--- src/rtl/mod_bit_feeder.sv ---
// Byte-to-symbol serialiser feeding the modulator: buffers bytes and emits MSB-first bursts of
// 1/2/4/6 bits on a fixed SYM_PERIOD-cycle slot grid.
module mod_bit_feeder #(
   parameter int unsigned SYM_PERIOD = 8
) (
   input  logic       i_clk,
   input  logic       i_rst,
   input  logic       i_en,
   input  logic [1:0] i_mod,
   input  logic [7:0] i_byte,
   input  logic       i_byte_vld,
   output logic       o_byte_rdy,
   output logic       o_data_vld,
   output logic       o_data,
   output logic       o_underrun,
   output logic       o_busy
);

   localparam int unsigned CntW = (SYM_PERIOD > 1) ? $clog2(SYM_PERIOD) : 1;
   localparam logic [CntW-1:0] CntLast = CntW'(SYM_PERIOD - 1);

   typedef enum logic [1:0] {
      StIdle,
      StBurst,
      StGap
   } state_e;

   state_e          state_q, state_d;
   logic [CntW-1:0] cnt_q, cnt_d;
   logic [2:0]      bps_q, bps_d;
   logic [15:0]     buf_q, buf_d;
   logic [4:0]      fill_q, fill_d;
   logic            data_vld_q, data_vld_d;
   logic            data_q, data_d;
   logic            underrun_q, underrun_d;

   logic            load;
   logic            shift;
   logic            start_eval;
   logic            slot_end;
   logic            burst_more;
   logic [2:0]      bps_req;
   logic [15:0]     shifted;
   logic [4:0]      fill_base;

   function automatic logic [2:0] bps_of(input logic [1:0] m);
      logic [2:0] r;
      unique case (m)
         2'b00:   r = 3'd1;
         2'b01:   r = 3'd2;
         2'b10:   r = 3'd4;
         default: r = 3'd6;
      endcase
      return r;
   endfunction

   // At most 8 bits held means a whole byte always fits behind them.
   assign o_byte_rdy = ~i_rst & (fill_q <= 5'd8);
   assign load       = i_byte_vld & o_byte_rdy;
   assign bps_req    = bps_of(i_mod);
   assign slot_end   = (cnt_q == CntLast);
   assign burst_more = (32'(cnt_q) + 32'd1) < 32'(bps_q);

   always_comb begin
      state_d    = state_q;
      cnt_d      = cnt_q;
      bps_d      = bps_q;
      shift      = 1'b0;
      data_vld_d = 1'b0;
      data_d     = data_q;
      underrun_d = 1'b0;
      start_eval = 1'b0;

      unique case (state_q)
         StIdle: start_eval = 1'b1;
         StBurst: begin
            cnt_d = cnt_q + CntW'(1);
            if (burst_more) begin
               shift      = 1'b1;
               data_vld_d = 1'b1;
               data_d     = buf_q[15];
            end else if (slot_end) begin
               start_eval = 1'b1;
            end else begin
               state_d = StGap;
            end
         end
         StGap: begin
            if (slot_end) begin
               start_eval = 1'b1;
            end else begin
               cnt_d = cnt_q + CntW'(1);
            end
         end
         default: state_d = StIdle;
      endcase

      // Slot boundary: the first bit leaves on the same edge the slot starts.
      if (start_eval) begin
         cnt_d = '0;
         if (!i_en) begin
            state_d = StIdle;
         end else if (fill_q >= {2'b00, bps_req}) begin
            state_d    = StBurst;
            bps_d      = bps_req;
            shift      = 1'b1;
            data_vld_d = 1'b1;
            data_d     = buf_q[15];
         end else begin
            state_d    = StGap;
            underrun_d = 1'b1;
         end
      end
   end

   // Buffer is MSB-aligned; a new byte lands right behind the bits left after this edge's shift.
   always_comb begin
      shifted   = shift ? {buf_q[14:0], 1'b0} : buf_q;
      fill_base = fill_q - {4'b0000, shift};
      buf_d     = shifted;
      fill_d    = fill_base;
      if (load) begin
         buf_d  = shifted | ({i_byte, 8'h00} >> fill_base);
         fill_d = fill_base + 5'd8;
      end
   end

   always_ff @(posedge i_clk) begin
      if (i_rst) begin
         state_q    <= StIdle;
         cnt_q      <= '0;
         bps_q      <= 3'd1;
         buf_q      <= '0;
         fill_q     <= '0;
         data_vld_q <= 1'b0;
         data_q     <= 1'b0;
         underrun_q <= 1'b0;
      end else begin
         state_q    <= state_d;
         cnt_q      <= cnt_d;
         bps_q      <= bps_d;
         buf_q      <= buf_d;
         fill_q     <= fill_d;
         data_vld_q <= data_vld_d;
         data_q     <= data_d;
         underrun_q <= underrun_d;
      end
   end

   assign o_data_vld = data_vld_q;
   assign o_data     = data_q;
   assign o_underrun = underrun_q;
   assign o_busy     = (state_q != StIdle);

endmodule

--- config.mk ---
export PLATFORM = sky130hd
export DESIGN_NAME = mod_bit_feeder
export DESIGN_NICKNAME = d
export VERILOG_FILES = /design/src/rtl/mod_bit_feeder.sv
export SDC_FILE = /design/constraint.sdc
export NUM_CORES = 1
export LEC_CHECK = 0
export BUFFER_PORTS_ARGS = -buffer_cell sky130_fd_sc_hd__buf_2
export CORE_ASPECT_RATIO = 0.7
export CORE_UTILIZATION = 53
export CTS_BUF_LIST = sky130_fd_sc_hd__clkbuf_4 sky130_fd_sc_hd__clkbuf_8 sky130_fd_sc_hd__clkbuf_16
export CTS_CLUSTER_SIZE = 24
export DETAILED_ROUTE_END_ITERATION = 16
export PLACE_DENSITY = 0.72
export SYNTH_ARGS = -nofsm -noshare
export SYNTH_HDL_FRONTEND = slang
export SYNTH_SLANG_ARGS = --single-unit
--- constraint.sdc ---
create_clock -name i_clk -period 3.7 [get_ports i_clk]
set_clock_uncertainty 0.2 [all_clocks]
set_input_delay 0.37 -clock i_clk [delete_from_list [all_inputs] [get_ports i_clk]]
set_output_delay 0.37 -clock i_clk [all_outputs]
set_load 0.03 [all_outputs]
==> results.md <==
* Outcome: finished clean
* Clock Tree Root: clkbuf_8
* Clock Latency Late Sink at 0.29 ns
* Post-Synthesis Net Count at 243
* Yosys warning count at 0
* First-pass GRT wire length at 6900 um
* Port Buf Inserts at 18
* Dominant cell by count in the synthesized netlist: dfxtp_1
* Critical path's top delay family: compound AO/OA/AOI/OAI gates
* Buf/Inv on CP at 2
* Starting density of the core at 58.2%
* Maximum vdd drop at 0.000594 V
* Post-place instance area at 2050 um^2
* Cells after synthesis at 220
* Core area at 3280 um^2
* Crit share post-route at 94.3%
* Layout cell share with drive strength beyond 1 at 20.0%
* Synth Register Bits at 32
* Syn avg cell area at 8.66 um^2
* Fillers at 296
* Synthesized area at 1910 um^2
* Antenna diodes at 0
* Max stage delay on crit path at 0.34 ns
* Final WL at 4150 um
* Drt drc at 0
* H-tree levels at 2
* Static Leak at 1.02 nW
* Slew margin rel. at 61.3%
* Final setup viols at 0
* Initial DRC Count at 130
* Worst-Margin Slew at 0.580 ns
* Synth cell count leaders: dfxtp_1 (32), nor2_1 (26), mux2i_1 (23)
* Critical Path AT at 3.44 ns
* Synth-to-Final Area Change at 15.8%
* Worst hold path type: primary input to flip-flop
* CTS Buf Count at 5
* Fin nets at 267
* Ys flop type: dfxtp_1
* Worst Path Max Fanout at 13
* Largest buffer count on any clock path at 2
* Die Wd at 73.7 um
* CTS tree: built
* Top cells by area, synth: dfxtp_1 (34%), mux2i_1 (12%), ha_1 (5.9%)
* Worst hold slack at 0.177 ns
* Vias in the first global route at 1,420
* Largest net degree at the start of global routing at 32
* Total Power at 2.22 mW
* Crit Path Category: flip-flop to flip-flop
* Final core occ at 67.3%
* Std cell rows at 17
* Remaining Overflow, GRT at 0
* Worst EP required at 3.65 ns
* Initial antenna violation count at 0
* Fmax at 0.287 GHz
* All-Layer GR Usage at 24.6%
* Routability cong. at 0.868
* Post-synth EDFFs at 0
* Startpoint types: flip-flop
* Setup crit end kind: flip-flop
* Post-DRT Antenna Nets at 0
* Overall die height at 52.2 um
* Register area share after synthesis at 33.6%
* Tmin final at 3.49 ns
* Yosys top cell by area: dfxtp_1
* Ys async rst share at 0%
* Cell at the slowest stage of the critical path: dfxtp_1
* Synth top area share at 33.6%
* Total I/O pin count at 19
* Pre-antenna DRT Iters at 5
* Final slew viol count at 0
* Max capacitance violation total at 0
* Post-DP HPWL at 3100 um
* Via density at 5.68
* Final Hold Vio Count at 0
* Setup TNS at 0 ns
* Pwr per Cell Area at 1010 nW/um^2
* Die area at 3840 um^2
* Yosys cell types at 43
* Wire per inst at 14.2 um
* DR vias at 1,660
* Reg clk slew, reported paths at 0.07 ns
* Post-route cell area at 2210 um^2
* CTS sink count at 32
* Cell Chain, Critical Path: ha_1 > ha_1 > a21boi_0 > o21ai_0 > and3_1 > a21oi_2 > inv_1 > ha_1 > xnor2_2 > buf_4 > and3_1 > a31oi_1 > o21ai_0 > a32oi_1 > o21ai_0
* RSZ-0062 raised after global routing: no
-- path summary, 6_finish.rpt --
check,from,endpoint,slack (ns),depth (start not counted)
hold reg to reg,bps_q[1],bps_q[1],0.27,2
setup / recovery,cnt_q[0],buf_q[5],0.21,15
setup reg to reg,cnt_q[0],buf_q[5],0.21,15
hold / removal,i_mod[0],bps_q[1],0.18,3
-- registers in the layout, indices dropped and copies added (netlist names) --
signal	cells
buf_q	16
cnt_q	3
o_underrun	1
state_q	2
o_data_vld	1
bps_q	3
o_data	1
fill_q	5
-- worst register-to-register path, stage by stage (launching register included) --
cell	delay, ns
dfxtp_1	0.34
ha_1	0.33
ha_1	0.28
a21boi_0	0.16
o21ai_0	0.11
and3_1	0.19
a21oi_2	0.13
inv_1	0.11
ha_1	0.24
xnor2_2	0.16
buf_4	0.18
and3_1	0.19
a31oi_1	0.18
o21ai_0	0.18
a32oi_1	0.27
o21ai_0	0.11
-- cell families (layout without fill, tap and decap cells) --
logic type / Yosys count / after routing / synth area share, %
compound gates: 48 / 48 / 15.7
xor+xnor: 8 / 8 / 3.68
fa+ha+maj: 10 / 10 / 6.43
buf+inv: 17 / 42 / 4.60
flops: 32 / 32 / 33.6
mux: 27 / 27 / 16.2
simple gates: 78 / 78 / 19.8
-- layout by cell type (no fill, tap or decap), drive strengths merged, types with 3 or more instances in the layout --
| master | n |
|---|---|
| dfxtp | 32 |
| nor2 | 28 |
| buf | 25 |
| mux2i | 23 |
| nand2 | 19 |
| a21oi | 16 |
| o21ai | 12 |
| inv | 9 |
| ha | 9 |
| nand3 | 5 |
| and3 | 5 |
| xor2 | 5 |
| a31oi | 5 |
| clkbuf | 5 |
| nand2b | 4 |
| nor3b | 3 |
| xnor2 | 3 |
| a32oi | 3 |
| mux4 | 3 |
| nor3 | 3 |
-- repair_timing --
item / CTS / global route
gates resized for setup: 0 / 7
setup buffers: 0 / 1
hold buffers: 0 / 0
endpoints found under the setup margin: 0 / 12
-- through the flow --
step / setup slack (ns) / cells
after floorplan: 0.114 / 220
after global placement: 0.135 / 283
after detailed placement: 0.0495 / 283
after CTS: 0.116 / 291
after global routing: 0.00987 / 292
final: 0.210 / 292
-- layer usage --
layer	vias up	GRT usage, %	wire [um]
met1	728	40.3	2240
met2	86	29.8	1500
met3	7	5.19	354
li1	839	-	-
met5	-	0	0
met4	0	8.65	57
-- report_power, final --
group          internal, mW  switching, mW  total (mW)
combinational         0.584          0.755        1.34
sequential            0.459         0.0869       0.546
clock                 0.199          0.133       0.332
total                  1.24          0.975        2.22
-- layout make-up --
cell class | count | area, um^2 | share of cell area [%]
multi-input cells | 171 | 1220 | 55.2
flip-flops and latches | 32 | 641 | 29.0
well taps | 47 | 58.8 | 2.67
inverters | 9 | 33.8 | 1.53
clock buffers | 5 | 68.8 | 3.12
repair buffers | 25 | 143 | 6.47
clock inverters | 3 | 42.5 | 1.93
No activity file was read; power rests on OpenSTA's default activity.
